$ cat src/rtl/core_defs.sv
`default_nettype none
// ============================================================================
// Package     : core_defs
// Description : Shared definitions for the RV32I fetch stage. Holds the fetch
//               FSM state encoding, the default reset PC, the canonical NOP
//               encoding and a small helper for word-alignment checks.
// Revision    : 1.0 - initial release
// ============================================================================
package core_defs;

  // Default PC of the first fetch after reset (must be word aligned).
  localparam logic [31:0] RESET_PC_DEFAULT = 32'h0000_0000;

  // addi x0, x0, 0
  localparam logic [31:0] INST_NOP = 32'h0000_0013;

  // Sequential fall-through distance between RV32I instructions.
  localparam logic [31:0] PC_STEP = 32'd4;

  // Clears bit 0 of a JALR target as the ISA requires.
  localparam logic [31:0] JALR_MASK = 32'hFFFF_FFFE;

  // Fetch FSM states. Three bits cover the five states; the remaining
  // encodings are unreachable and fall back to RST.
  typedef enum logic [2:0] {
    ST_RST   = 3'd0,
    ST_REQ   = 3'd1,
    ST_WAIT  = 3'd2,
    ST_VALID = 3'd3,
    ST_HALT  = 3'd4
  } fetch_state_e;

  // True when an address sits on a 4-byte boundary.
  function automatic logic is_word_aligned(input logic [31:0] addr);
    return (addr[1:0] == 2'b00);
  endfunction

endpackage : core_defs
`default_nettype wire

$ cat src/rtl/next_pc_calc.sv
`default_nettype none
// ============================================================================
// Module      : next_pc_calc
// Description : Combinational next-PC selection for the retiring instruction.
//               Chooses between the JALR target, the PC-relative branch/jump
//               target and the sequential fall-through, and flags targets
//               that are not word aligned.
// Revision    : 1.0 - initial release
// ----------------------------------------------------------------------------
// Ports
//   pc_i          in  32  PC of the retiring instruction
//   immin_i       in  32  sign-extended B/J immediate
//   aludataout_i  in  32  ALU result (JALR target rs1+imm)
//   aluzero_i     in   1  branch taken / jump
//   isjalr_i      in   1  retiring instruction is JALR
//   nextpc_o      out 32  selected next PC (modulo 2^32)
//   misaligned_o  out  1  nextpc_o is not 4-byte aligned
// ============================================================================
module next_pc_calc
  import core_defs::*;
(
  input  logic [31:0] pc_i,
  input  logic [31:0] immin_i,
  input  logic [31:0] aludataout_i,
  input  logic        aluzero_i,
  input  logic        isjalr_i,
  output logic [31:0] nextpc_o,
  output logic        misaligned_o
);

  always_comb begin
    nextpc_o = pc_i + PC_STEP;
    if (aluzero_i && isjalr_i) begin
      // JALR: target computed by the ALU, LSB forced to zero.
      nextpc_o = aludataout_i & JALR_MASK;
    end else if (aluzero_i) begin
      // Taken branch or JAL: PC-relative, wraps silently at 2^32.
      nextpc_o = pc_i + immin_i;
    end
  end

  // Bit 0 can only be set on the PC-relative path, but bit 1 can come from
  // either target, so the check covers both low bits uniformly.
  assign misaligned_o = !is_word_aligned(nextpc_o);

endmodule : next_pc_calc
`default_nettype wire

$ cat src/rtl/fetch_pc_unit.sv
`default_nettype none
// ============================================================================
// Module      : fetch_pc_unit
// Description : Program counter and instruction-fetch stage of the
//               single-cycle RV32I core. Issues one fetch at a time over a
//               req/ready + rvalid memory port, presents the instruction to
//               decode/execute and advances the PC when it retires. A
//               misaligned next-PC target halts fetching until reset.
// Revision    : 1.0 - initial release
// ----------------------------------------------------------------------------
// Parameters
//   RESET_PC      PC of the first fetch after reset (word aligned)
// Ports
//   clk           in   1  core clock, rising edge
//   rstn          in   1  asynchronous active-low reset
//   imemreq       out  1  fetch request valid
//   imemaddr      out 32  fetch address (word aligned)
//   imemready     in   1  memory accepts the request
//   imemrvalid    in   1  read data valid
//   imemrdata     in  32  instruction word
//   instvalid     out  1  instout/pcout valid
//   instready     in   1  core retires the instruction
//   instout       out 32  fetched instruction
//   pcout         out 32  PC of instout
//   aluzero       in   1  branch taken / jump (sampled on retire)
//   isjalr        in   1  retiring instruction is JALR (sampled on retire)
//   aludataout    in  32  JALR target (sampled on retire)
//   immin         in  32  B/J immediate (sampled on retire)
//   misalignerr   out  1  sticky misaligned-target flag
//   badaddr       out 32  faulting target while misalignerr is set
// ============================================================================
module fetch_pc_unit
  import core_defs::*;
#(
  parameter logic [31:0] RESET_PC = RESET_PC_DEFAULT
) (
  input  logic        clk,
  input  logic        rstn,
  // instruction memory port
  output logic        imemreq,
  output logic [31:0] imemaddr,
  input  logic        imemready,
  input  logic        imemrvalid,
  input  logic [31:0] imemrdata,
  // decode/execute handshake
  output logic        instvalid,
  input  logic        instready,
  output logic [31:0] instout,
  output logic [31:0] pcout,
  // execute results for next-PC selection
  input  logic        aluzero,
  input  logic        isjalr,
  input  logic [31:0] aludataout,
  input  logic [31:0] immin,
  // fault reporting
  output logic        misalignerr,
  output logic [31:0] badaddr
);

  fetch_state_e state_q, state_d;

  logic [31:0] pc_q, pc_d;
  logic [31:0] instout_q, instout_d;
  logic [31:0] pcout_q, pcout_d;
  logic [31:0] badaddr_q, badaddr_d;
  logic        misalign_q, misalign_d;
  logic        imemreq_q, imemreq_d;
  logic        instvalid_q, instvalid_d;

  logic [31:0] nextpc;
  logic        nextpc_misaligned;

  // --------------------------------------------------------------------------
  // Next-PC selection
  // --------------------------------------------------------------------------
  next_pc_calc u_next_pc_calc (
    .pc_i         (pc_q),
    .immin_i      (immin),
    .aludataout_i (aludataout),
    .aluzero_i    (aluzero),
    .isjalr_i     (isjalr),
    .nextpc_o     (nextpc),
    .misaligned_o (nextpc_misaligned)
  );

  // --------------------------------------------------------------------------
  // Next-state / next-output logic
  // --------------------------------------------------------------------------
  always_comb begin
    state_d    = state_q;
    pc_d       = pc_q;
    instout_d  = instout_q;
    pcout_d    = pcout_q;
    badaddr_d  = badaddr_q;
    misalign_d = misalign_q;

    case (state_q)
      ST_RST: begin
        state_d = ST_REQ;
      end

      ST_REQ: begin
        // Request and address stay put until the memory accepts.
        if (imemready) begin
          state_d = ST_WAIT;
        end
      end

      ST_WAIT: begin
        // Only place a response is consumed, so stray or stale rvalid pulses
        // in any other state have no effect.
        if (imemrvalid) begin
          instout_d = imemrdata;
          pcout_d   = pc_q;
          state_d   = ST_VALID;
        end
      end

      ST_VALID: begin
        if (instready) begin
          if (nextpc_misaligned) begin
            // PC stays at the faulting instruction; the bad target is kept
            // for the trap handler.
            misalign_d = 1'b1;
            badaddr_d  = nextpc;
            state_d    = ST_HALT;
          end else begin
            pc_d    = nextpc;
            state_d = ST_REQ;
          end
        end
      end

      ST_HALT: begin
        state_d = ST_HALT;
      end

      default: begin
        state_d = ST_RST;
      end
    endcase

    // Handshake outputs are registered copies of the upcoming state so that
    // they change exactly on the clock edge that enters/leaves the state.
    imemreq_d   = (state_d == ST_REQ);
    instvalid_d = (state_d == ST_VALID);
  end

  // --------------------------------------------------------------------------
  // State and output registers
  // --------------------------------------------------------------------------
  always_ff @(posedge clk or negedge rstn) begin
    if (!rstn) begin
      state_q     <= ST_RST;
      pc_q        <= RESET_PC;
      instout_q   <= 32'h0000_0000;
      pcout_q     <= RESET_PC;
      badaddr_q   <= 32'h0000_0000;
      misalign_q  <= 1'b0;
      imemreq_q   <= 1'b0;
      instvalid_q <= 1'b0;
    end else begin
      state_q     <= state_d;
      pc_q        <= pc_d;
      instout_q   <= instout_d;
      pcout_q     <= pcout_d;
      badaddr_q   <= badaddr_d;
      misalign_q  <= misalign_d;
      imemreq_q   <= imemreq_d;
      instvalid_q <= instvalid_d;
    end
  end

  // The fetch address is the PC register itself; it only moves on retire,
  // so it is stable for the whole time a request is pending.
  assign imemaddr    = pc_q;
  assign imemreq     = imemreq_q;
  assign instvalid   = instvalid_q;
  assign instout     = instout_q;
  assign pcout       = pcout_q;
  assign misalignerr = misalign_q;
  assign badaddr     = badaddr_q;

endmodule : fetch_pc_unit
`default_nettype wire

$ cat config.mk
export PLATFORM = sky130hd
export DESIGN_NAME = fetch_pc_unit
export DESIGN_NICKNAME = d
export VERILOG_FILES = /design/src/rtl/core_defs.sv /design/src/rtl/next_pc_calc.sv /design/src/rtl/fetch_pc_unit.sv
export SDC_FILE = /design/constraint.sdc
export NUM_CORES = 1
export LEC_CHECK = 0
export CAP_MARGIN = 25
export CORE_AREA = 2 2 165 167
export DETAILED_ROUTE_END_ITERATION = 10
export DIE_AREA = 0 0 167 169
export PLACE_DENSITY = 0.57
export SLEW_MARGIN = 5
export SYNTH_ARGS = -nofsm -noshare
export SYNTH_HDL_FRONTEND = slang
export SYNTH_HIERARCHICAL = 1
export SYNTH_SLANG_ARGS = --single-unit
$ cat constraint.sdc
create_clock -name clk -period 3.2 [get_ports clk]
set_clock_uncertainty 0.1 [all_clocks]
set_input_delay 0.32 -clock clk [delete_from_list [all_inputs] [get_ports clk]]
set_output_delay 0.32 -clock clk [all_outputs]
set_load 0.05 [all_outputs]
* Word-level counts from Yosys, hierarchy flattened
Cells that the tools add are included.
** Storage, ports and cells
- Register bits after elaboration :: 134
- Bits of input ports :: 103
- Output and inout bits :: 131
- Word-level logic and storage cells :: 30
** Operators by class
- Add/subtract/negate cells :: 2
- Equality and inequality tests :: 6
- Mux-type cells :: 7
- Bitwise gates (word level) :: 1
- Reduce and logical (&&, ||, !) cells :: 6
** Operator list (number)
- 32-bit 2-to-1 mux :: 2
- 32-bit by 3-bit adder with 32-bit output, second input constant :: 1
- 32-bit adder :: 1
- 3-bit case mux with 5 select lines :: 1
- 3-bit 2-to-1 mux :: 4
- 3-bit by 2-bit == test with 1-bit output, second input constant :: 3
- 3-bit by 1-bit == test with 1-bit output, second input constant :: 2
- 3-bit AND reduction :: 2
- 3-bit == test, second input constant :: 1
- 3-bit logical NOT :: 1
- 2-bit logical NOT :: 1
- 2-bit AND reduction :: 1
- 1-bit logical AND :: 1
- 1-bit inverter :: 1

* Logic depth before layout (Yosys ltp)
Gate-level depths: netlist of the first run.
- Word-level depth :: 8
- Depth in mapped cells :: 10

* Modules after synthesis
The synthesis of the first run kept the hierarchy.
** By module, submodules not included
- fetch_pc_unit :: times used 1, cells each 295, area each 5109.9 µm², sequential area each 3353.2 µm²
- next_pc_calc :: times used 1, cells each 428, area each 2761.4 µm², sequential area each 0.0 µm²

* Worst setup path before layout of the first run
No wires, ideal clock.
- Kind :: register to register
- Start point :: register pc_q[0], in the netlist imemaddr[0]
- End point :: register pc_q[22], in the netlist imemaddr[22]
- Library setup time :: 0.128 ns
- Data arrival time :: 2.883 ns
- Setup slack :: 0.089 ns
- Stages on the path, launching flop included :: 11
- Path buffers :: 0
- Clock period less this slack :: 3.111 ns
- Cells stage by stage :: dfrtp_1 ha_1 fa_1 a21o_1 a311o_1 nand3_1 nand3_1 a21boi_0 xnor2_1 o221a_2 mux2_1
** On the way
- Elaborated cells between the ends (all ways) :: 6
** RTL lines
- start, declared :: line fetch_pc_unit.sv:62 : logic [31:0] pc_q, pc_d;
- start signal, assigned :: line fetch_pc_unit.sv:164 : pc_q <= pc_d;
- 32-bit by 3-bit adder with 32-bit output / 32-bit adder (equally long branches) :: line next_pc_calc.sv:32, next_pc_calc.sv:38
- 32-bit 2-to-1 mux (*) :: line next_pc_calc.sv:36 : end else if (aluzero_i) begin
- 32-bit 2-to-1 mux (*) :: line next_pc_calc.sv:33 : if (aluzero_i && isjalr_i) begin
- via nextpc[22] :: line fetch_pc_unit.sv:70 : logic [31:0] nextpc;
Mark *: on every way through the listed nets, which the timed path passes. The rest lies on a longest branch.
A chain may end at the register's enable or synchronous reset.

* Final worst setup path of the first run
- Start point :: register pc_q[0], in the netlist imemaddr[0]
- End point :: register badaddr_q[26], in the netlist badaddr[26]
** On the way
- Elaborated cells between the ends (all ways) :: 7
** RTL lines
- 32-bit by 3-bit adder with 32-bit output / 32-bit adder (equally long branches) :: line next_pc_calc.sv:32, next_pc_calc.sv:38
- 32-bit 2-to-1 mux (*) :: line next_pc_calc.sv:36
- 32-bit 2-to-1 mux (*) :: line next_pc_calc.sv:33
- via nextpc[26] :: line fetch_pc_unit.sv:70
- end signal, assigned :: line fetch_pc_unit.sv:167 : badaddr_q <= badaddr_d;
- end, declared :: line fetch_pc_unit.sv:65 : logic [31:0] badaddr_q, badaddr_d;
Marked as above.

==> results.md, run 1 <==
Run status:
- The flow ran to the end, and the final reports show no timing, DRC or antenna violations.

GRT:
- Summed over all layers, the global routing overflow is 0.
- The maximum number of pins on one net before global-route repair is 69.
- The overall fraction of global-route tracks in use is 0.177.
- The via count of the first global-routing pass is 6976.
- The initial antenna violation count is 2.
- The first global-routing pass estimated just under 40000 µm of wire.

Cells and area:
- The area growth from synthesis to layout is 48.4%.
- Of the cells placed in the final design, the portion with a size suffix greater than 1 is 0.245.
- Counting the fill cells in the layout gives 2524.
- Leaving out fill and tap cells, the most frequent cells in the layout are sky130_fd_sc_hd__clkdlybuf4s50_1, sky130_fd_sc_hd__dfrtp_1, sky130_fd_sc_hd__mux2_2.
- The final layout contains around 1200 nets.
- The library cell used most frequently in the layout, excluding fill and tap cells, is sky130_fd_sc_hd__clkdlybuf4s50_1.

Timing:
- The setup-violating endpoint count in the final report is 0.
- The worst-case setup margin in the final layout is about 250 ps.
- The worst pin sits at a relative slew slack of 0.592.
- The max-slew violation count was 0.
- The minimum period implied by the final worst setup slack is 2950 ps.
- For the pin with the worst max-slew slack, the measured transition is ~610 ps.
- Setup repair after global routing left no endpoint under its margin.
- The fmax is around 340 MHz.
- After routing, the total negative slack on setup checks comes to 0 ps.
- The share of the clock period used by the worst path after layout is 0.923.
- The number of endpoints with negative hold slack in the final report was 0.

Setup path:
- The element type at the critical path start is a flip-flop.
- The arrival time of the worst setup path is about 3200 ps.
- Walking the worst path, the cells encountered are ha_1 -> fa_1 -> a21o_1 -> a311o_1 -> nand3_1 -> nand3_2 -> o22ai_1 -> xor2_1 -> a21oi_1 -> mux2_4.
- The maximum fanout along the worst path is 4.
- The slowest library cell on the worst path is sky130_fd_sc_hd__fa_1.
- The critical path capture point type is a flip-flop.
- The required time at the worst-slack endpoint is between 3000 and 4000 ps.
- The path type of the worst setup path is reg -> reg.
- The peak per-stage delay on the critical path is 410 ps.

Route:
- For this block, the initial DRC count from the detailed router was 350.
- The count of TritonRoute iterations in the first routing pass is 5.
- The detailed router placed 6731 vias in this run.
- The average wire length per cell after detail routing is 18.0 µm.
- In this run the remaining antenna-violating nets after routing total 0.
- The remaining routing DRC violations is 0.
- The total wire length is 24600 µm.
- The vias per cell is between 4 and 5.

Worst hold path:
- The worst hold path class is in -> async.

CTS:
- The clock transition at the register clock pins on the worst setup and hold paths after CTS is 70 ps.
- The number of CTS-inserted buffers is 17.
- The number of H-tree levels is 4.
- The tree is rooted in a sky130_fd_sc_hd__clkbuf_16.
- The clock latency on the worst-skew pair is 430 ps.
- In this run the deepest clock path goes through 2 buffers.
- The TritonCTS clock tree is built.
- CTS saw 134 sinks.

Yosys:
- The area of the mapped netlist is 7870 µm².
- The synthesized flop and latch total is 134.
- After synthesis, the mean cell area works out to 10.9 µm².
- Counting every net in the synthesized netlist gives about 860.
- The number of different library cells used by synthesis comes to a little under 70.
- Of the synthesized area, sequential elements account for 0.426.
- The commonest register cell after synthesis is sky130_fd_sc_hd__dfrtp_1.
- For this run, the number of Yosys warnings is 6.
- Synthesis produced a netlist whose cell count is 723.
- For this run, asynchronously set or reset flops after synthesis account for 1.00.
- Yosys mapped a number of flops with a built-in enable equal to 0.

Power:
- The static leakage is 0.00535 µW.
- For this design the ratio of total power to cell area is roughly 340 nW/µm².
- The worst voltage drop across the vdd grid is 0.274 mV.

Place:
- Routability-driven placement finished with a final weighted congestion of 0.876.
- The HPWL after detailed placement is 18700 µm.
- The worst slack after detailed placement is -249 ps.
- The count of buffers added on input and output ports is 232.

Job:
- The max-cap violation count is 0.

Floorplanning:
- For this configuration, the core starts out at a cell density of 0.297.
- The floorplan has 60 rows.
- The floorplan core area is 26500 µm².
- The height of the chip is 169 µm.
- From left edge to right edge, the die measures 167 µm.
- The die covers 28200 µm².
- The total I/O pin count is 234.
-- kinds of logic after synthesis --
family | share of synthesized area
AND/OR/NAND/NOR | 0.115
AO/OA/AOI/OAI | 0.118
multiplexers | 0.204
flip-flops | 0.426
XOR/XNOR | 0.0599
buffers and inverters | 0.0235
adder cells (fa/ha/maj) | 0.0534
-- timing repair --
action / 4_1_cts / 5_1_grt
hold endpoints to repair: 29 / 0
hold buffers: 1 / 0
buffers inserted: 0 / 0
gates resized for setup: 0 / 4
setup endpoints to repair: 0 / 5
-- through the flow --
stage | area (µm²) | std cells | power [µW] | util | hold WS, ps
2_1_floorplan | 7870 | 723 | 1860 | - | -75.6
3_3_place_gp | 11100 | 1335 | 2100 | 0.418 | 116
3_5_place_dp | 11100 | 1335 | 2100 | 0.418 | 119
4_1_cts | 11700 | 1368 | 4100 | 0.440 | 229
5_1_grt | 11700 | 1368 | 4190 | 0.441 | 247
6_report | 11700 | 1370 | 4020 | 0.441 | 230
-- layer usage --
| metal | part of all wire | global-route usage |
|---|---|---|
| met2 | 0.46 | 0.282 |
| met4 | 0.014 | 0.0472 |
| met3 | 0.073 | 0.0526 |
| met5 | 0 | 0 |
| met1 | 0.46 | 0.233 |
-- worst max-delay path: cells and delay by family (launching register included) --
| kind | cells | cell delay (ps) |
|---|---|---|
| adders and majority gates | 2 | 630 |
| DFF | 1 | 380 |
| and+or+nand+nor | 2 | 270 |
| muxes | 1 | 270 |
| AOI/OAI and AO/OA | 4 | 950 |
| xor gates and xnor gates | 1 | 230 |
-- registers in the layout, summed over array words and instances (netlist names) --
register and cells:
badaddr 32, imemaddr 32, instout 32, pcout 32, state_q 3, imemreq 1
instvalid 1, misalignerr 1
-- cell type report --
class | count | area (µm²) | share of cell area
diodes | 2 | 5.00 | 0.000428
clock buffers | 17 | 425 | 0.0364
clock inverters | 15 | 159 | 0.0136
inverters | 7 | 26.3 | 0.00225
multi-input cells | 550 | 4360 | 0.373
flip-flops and latches | 134 | 3350 | 0.287
well taps | 341 | 427 | 0.0365
repair buffers | 304 | 2920 | 0.250
-- power by group --
part / total (µW) / switching [µW] / internal [µW]
Sequential: 1690 / 0 / 1690
Clock: 1950 / 908 / 1050
Combinational: 371 / 183 / 188
-- Yosys cell counts (2+ instances only) --
library cell	instances	area share
sky130_fd_sc_hd__o21bai_1	3	0.0029
sky130_fd_sc_hd__or3_1	3	0.0024
sky130_fd_sc_hd__buf_6	3	0.0043
sky130_fd_sc_hd__ha_1	32	0.051
sky130_fd_sc_hd__nand2b_1	5	0.0040
sky130_fd_sc_hd__and3_1	7	0.0056
sky130_fd_sc_hd__o22ai_1	14	0.011
sky130_fd_sc_hd__a21boi_0	3	0.0029
sky130_fd_sc_hd__nor2_1	34	0.016
sky130_fd_sc_hd__o21a_1	4	0.0038
sky130_fd_sc_hd__inv_1	6	0.0029
sky130_fd_sc_hd__o21ai_0	34	0.022
sky130_fd_sc_hd__dfrtp_1	134	0.43
sky130_fd_sc_hd__a21o_1	7	0.0067
sky130_fd_sc_hd__mux2_1	2	0.0029
sky130_fd_sc_hd__o211ai_1	6	0.0057
sky130_fd_sc_hd__mux2i_1	6	0.0076
sky130_fd_sc_hd__a211oi_1	2	0.0019
sky130_fd_sc_hd__xor2_1	24	0.027
sky130_fd_sc_hd__a31o_2	2	0.0022
sky130_fd_sc_hd__and4_1	2	0.0022
sky130_fd_sc_hd__a31oi_1	9	0.0072
sky130_fd_sc_hd__nor4_1	4	0.0032
sky130_fd_sc_hd__clkbuf_1	15	0.0072
sky130_fd_sc_hd__o221ai_1	2	0.0022
sky130_fd_sc_hd__buf_2	13	0.0083
sky130_fd_sc_hd__xnor2_1	28	0.031
sky130_fd_sc_hd__nand3_1	25	0.016
sky130_fd_sc_hd__nand3b_1	2	0.0019
sky130_fd_sc_hd__nor3_1	8	0.0051
sky130_fd_sc_hd__nand2_1	59	0.028
sky130_fd_sc_hd__a211o_1	2	0.0022
sky130_fd_sc_hd__mux2_2	98	0.14
sky130_fd_sc_hd__a21oi_1	43	0.027
sky130_fd_sc_hd__nor2b_1	4	0.0032
sky130_fd_sc_hd__a221oi_1	3	0.0033
sky130_fd_sc_hd__and2_1	4	0.0032
sky130_fd_sc_hd__mux2_4	28	0.053
sky130_fd_sc_hd__nand4_1	13	0.010
-- path summary, 6_finish.rpt --
| path | startpoint | endpoint | slack, ps | depth (start not counted) |
|---|---|---|---|---|
| setup / recovery | imemaddr[0] | badaddr[26] | 250 | 10 |
| min in group clk | misalignerr | misalignerr | 370 | 1 |
| setup reg to reg | imemaddr[0] | badaddr[26] | 250 | 10 |
| hold reg to reg | misalignerr | misalignerr | 370 | 1 |
| hold / removal | rstn | pcout[17] | 230 | 2 |
| max in group asynchronous | rstn | instout[12] | 1960 | 3 |
(Power assumes the default switching activity.)
==> inputs of run 2 (changes only) <==
- PLACE_DENSITY: 0.57 -> default
==> run 2 against run 1 <==
Net effect:
- setup slack got worse by 52 ps
- design area is 0.25% lower
- core utilization down 0.11 points
- clock-buffer cell count stayed put
- first-iteration DRC count unchanged
- combinational power hardly changed
- sequential cell count did not move
- critical path depth grew 1
- total power is 3.4% higher
- largest cell class unchanged
- highest routed layer is now met5
- largest power group unchanged
- sequential share of layout area rose by 0.071 points
- routed wire length is 2.2% higher
- via count increased by 0.95%
==> results.md, run 2 (synthesized netlist as in run 1, its figures left out) <==
Setup path:
- The required time at the worst-slack endpoint is 3400 ps (about the same).
- The arrival time of the worst setup path came to 3200 ps (+30 ps).
- STA classifies the critical path endpoint as a flip-flop.
- The critical path goes through ha_1 -> fa_1 -> a21o_1 -> a311o_1 -> nand3_1 -> nand3_1 -> buf_4 -> o22ai_1 -> xor2_1 -> a21oi_1 -> mux2_2.
- The maximum fanout along the worst path is 3 (-1).
- Among all stages on the critical path, the largest delay is contributed by sky130_fd_sc_hd__a311o_1.
- The peak per-stage delay on the critical path is 400 ps (about the same).
- The worst setup path is of the reg -> reg kind.
- The most common cell type on the critical path is sky130_fd_sc_hd__nand3_1.
- STA classifies the critical path startpoint as a flip-flop.

Route:
- The count of TritonRoute iterations in the first routing pass is 4 (-1).
- The total number of vias is 6795 (+0.95%).
- The vias per cell came to 4.99 (+1.6%).
- The number of DRC violations after detailed-routing iteration 0 was 350 (unchanged).
- The remaining antenna violation count was 0 (unchanged).
- The remaining routing DRC violations came to 0 (unchanged).
- The average wire length per cell after detail routing is 18.5 µm (+2.8%).
- The total wire length was 25200 µm (+2.2%).

CTS:
- The clock root buffer is sky130_fd_sc_hd__clkbuf_16.
- The sink count of the clock tree was 134 (unchanged).
- TritonCTS built the clock tree.
- The number of buffers inserted by post-CTS setup repair is 0 (unchanged).
- The number of CTS-inserted buffers came to 17 (unchanged).
- The number of H-tree levels is 4 (unchanged).
- The clock transition at the register clock pins on the worst setup and hold paths after CTS was 60 ps (about the same).
- The maximum clock path buffer count is 2 (unchanged).
- The clock latency on the worst-skew pair is 420 ps (about the same).

GRT:
- The maximum number of pins on one net before global-route repair was 62 (-10%).
- The global-route congestion overflow total is 0 (unchanged).
- The wire length of the first global-routing pass is 39700 µm (+2.0%).
- The overall fraction of global-route tracks in use is 0.180 (+0.00312).
- The initial antenna violation count came to 1 (-1).
- The via count of the first global-routing pass is 7054 (+1.1%).

Timing:
- The transition time at the pin with the least slew margin came to 688 ps (+76.8 ps).
- The setup-violating endpoint count in the final report is 0 (unchanged).
- The minimum period implied by the final worst setup slack is 3000 ps (+52.5 ps).
- The aggregate negative setup slack is 0 ps (unchanged).
- The fmax is 333 MHz (-1.7%).
- The max-slew violation count is 0 (unchanged).
- The headroom to the max-slew limit came to 0.540 (-0.0513).
- The share of the clock period used by the worst path after layout is 0.939 (+0.0164).
- Setup repair after global routing left no endpoint under its margin.
- The number of endpoints with negative hold slack in the final report is 0 (unchanged).

Power:
- The internal power is 3120 µW (+6.7%).
- The worst voltage drop across the vdd grid came to 0.243 mV (-11%).
- The power share of the combinational group is 0.089 (-0.003).
- The part of the total power dissipated in sequential elements is 0.407 (-0.014).
- The static leakage is 0.00532 µW (-0.64%).
- The total chip power is 4160 µW (+3.4%).
- The share of power burned in the clock network is 0.504 (+0.018).
- The net switching power is 1030 µW (-5.4%).
- The share of total power consumed by net switching came to 0.249 (-0.0231).
- The total power divided by cell area came to 357 nW/µm² (+3.7%).

Cells and area:
- The library cells used most frequently in the layout, excluding fill and tap cells, are sky130_fd_sc_hd__clkdlybuf4s50_1, sky130_fd_sc_hd__dfrtp_1, sky130_fd_sc_hd__mux2_2.
- Relative to the synthesized area, the layout overhead comes to 48.1%.
- The number of cells in the finished layout apart from fillers is 1361 (-0.66%).
- The number of diodes is 0 (-2).
- The number of nets in the layout is 1143 (-0.61%).
- The commonest non-fill, non-tap cell in the layout is sky130_fd_sc_hd__clkdlybuf4s50_1.
- The design area is 11700 µm² (-0.25%).
- The share of cells above drive strength 1 is 0.238 (-0.00714).

Place:
- The count of input and output buffers is 232 (unchanged).
- The placed instance count is 1328 (-0.52%).
- The post-placement cell area is 11000 µm² (-0.48%).
- The weighted congestion reported at the end of routability-driven placement is 0.859 (-1.9%).
- The HPWL after detailed placement is 18700 µm (+0.33%).

Floorplanning:
- The floorplan core area was 26500 µm² (unchanged).
- The starting utilization of the core area is 0.297 (unchanged).
- The overall die width came to 167 µm (unchanged).
- The row count is 60 (unchanged).
- The height of the chip is 169 µm (unchanged).
- The total I/O pin count is 234 (unchanged).
- The die area came to 28200 µm² (unchanged).

Worst hold path:
- The worst hold path belongs to the class in -> async.

Run status:
- The flow ran to the end, and the final reports show no timing, DRC or antenna violations.

Job:
- The max-cap violation count is 0 (unchanged).
-- run 2: cell count changes in the layout (fill, tap and decap cells not counted), moves of 2 or more --
cell	change
sky130_fd_sc_hd__diode_2	-2
sky130_fd_sc_hd__clkinvlp_4	+3
sky130_fd_sc_hd__inv_8	-4
sky130_fd_sc_hd__bufinv_16	+3
sky130_fd_sc_hd__clkinv_8	-2
sky130_fd_sc_hd__buf_4	-7
-- run 2: layout make-up --
| type | count | area, µm² |
|---|---|---|
| Clock inverter | 15 | 190 |
| Multi-Input combinational cell | 550 | 4360 |
| Clock buffer | 17 | 425 |
| Tap cell | 341 | 427 |
| Inverter | 7 | 26.3 |
| Sequential cell | 134 | 3350 |
| Timing Repair Buffer | 297 | 2870 |
| Fill cell | 2550 | 14800 |
-- run 2: metal layers --
metal,share of wire,wire length [µm],up-vias,GRT usage
met2,0.45,11400,249,0.291
met3,0.081,2040,27,0.0549
met5,0.00052,13,-,0
met1,0.45,11300,3290,0.236
li1,-,-,3227,-
met4,0.016,390,2,0.0427
-- run 2: final timing paths --
check	from	depth (start not counted)	slack, ps	to
setup / recovery	imemaddr[0]	11	200	imemaddr[26]
hold / removal	rstn	2	340	pcout[16]
setup reg to reg	imemaddr[0]	11	200	imemaddr[26]
hold reg to reg	misalignerr	1	380	misalignerr
max in group asynchronous	rstn	3	1890	badaddr[0]
min in group clk	misalignerr	1	380	misalignerr
-- run 2: power by group through the flow --
stage / Sequential (µW) / Clock, µW / Combinational, µW
2_1_floorplan: 1730 / 0 / 130
3_3_place_gp: 1730 / 0 / 366
3_5_place_dp: 1730 / 0 / 368
4_1_cts: 1690 / 2150 / 372
5_1_grt: 1690 / 2220 / 404
6_report: 1690 / 2100 / 368
-- run 2: timing repair --
action,CTS,global route
resized for setup,0,2
endpoints found under the setup margin,0,3
hold endpoints to repair,59,0
hold buffers,1,0
-- run 2: metrics by stage --
| stage | utilization | setup WS [ps] | hold slack, ps |
|---|---|---|---|
| 5_1_grt | 0.440 | 10.1 | 391 |
| 6_report | 0.440 | 195 | 344 |
| 3_5_place_dp | 0.416 | -192 | 244 |
| 3_3_place_gp | 0.416 | -159 | 249 |
| 2_1_floorplan | - | 89.3 | -75.6 |
| 4_1_cts | 0.439 | 150 | 372 |
-- run 2: worst max-delay path, delay by kind of cell, from the launching register on --
kind | cells | cell delay [ps]
flip-flops | 1 | 380
AND/OR/NAND/NOR | 2 | 200
buffers and inverters | 1 | 170
multiplexers | 1 | 280
AO/OA/AOI/OAI | 4 | 900
adder cells (fa/ha/maj) | 2 | 620
XOR/XNOR | 1 | 240
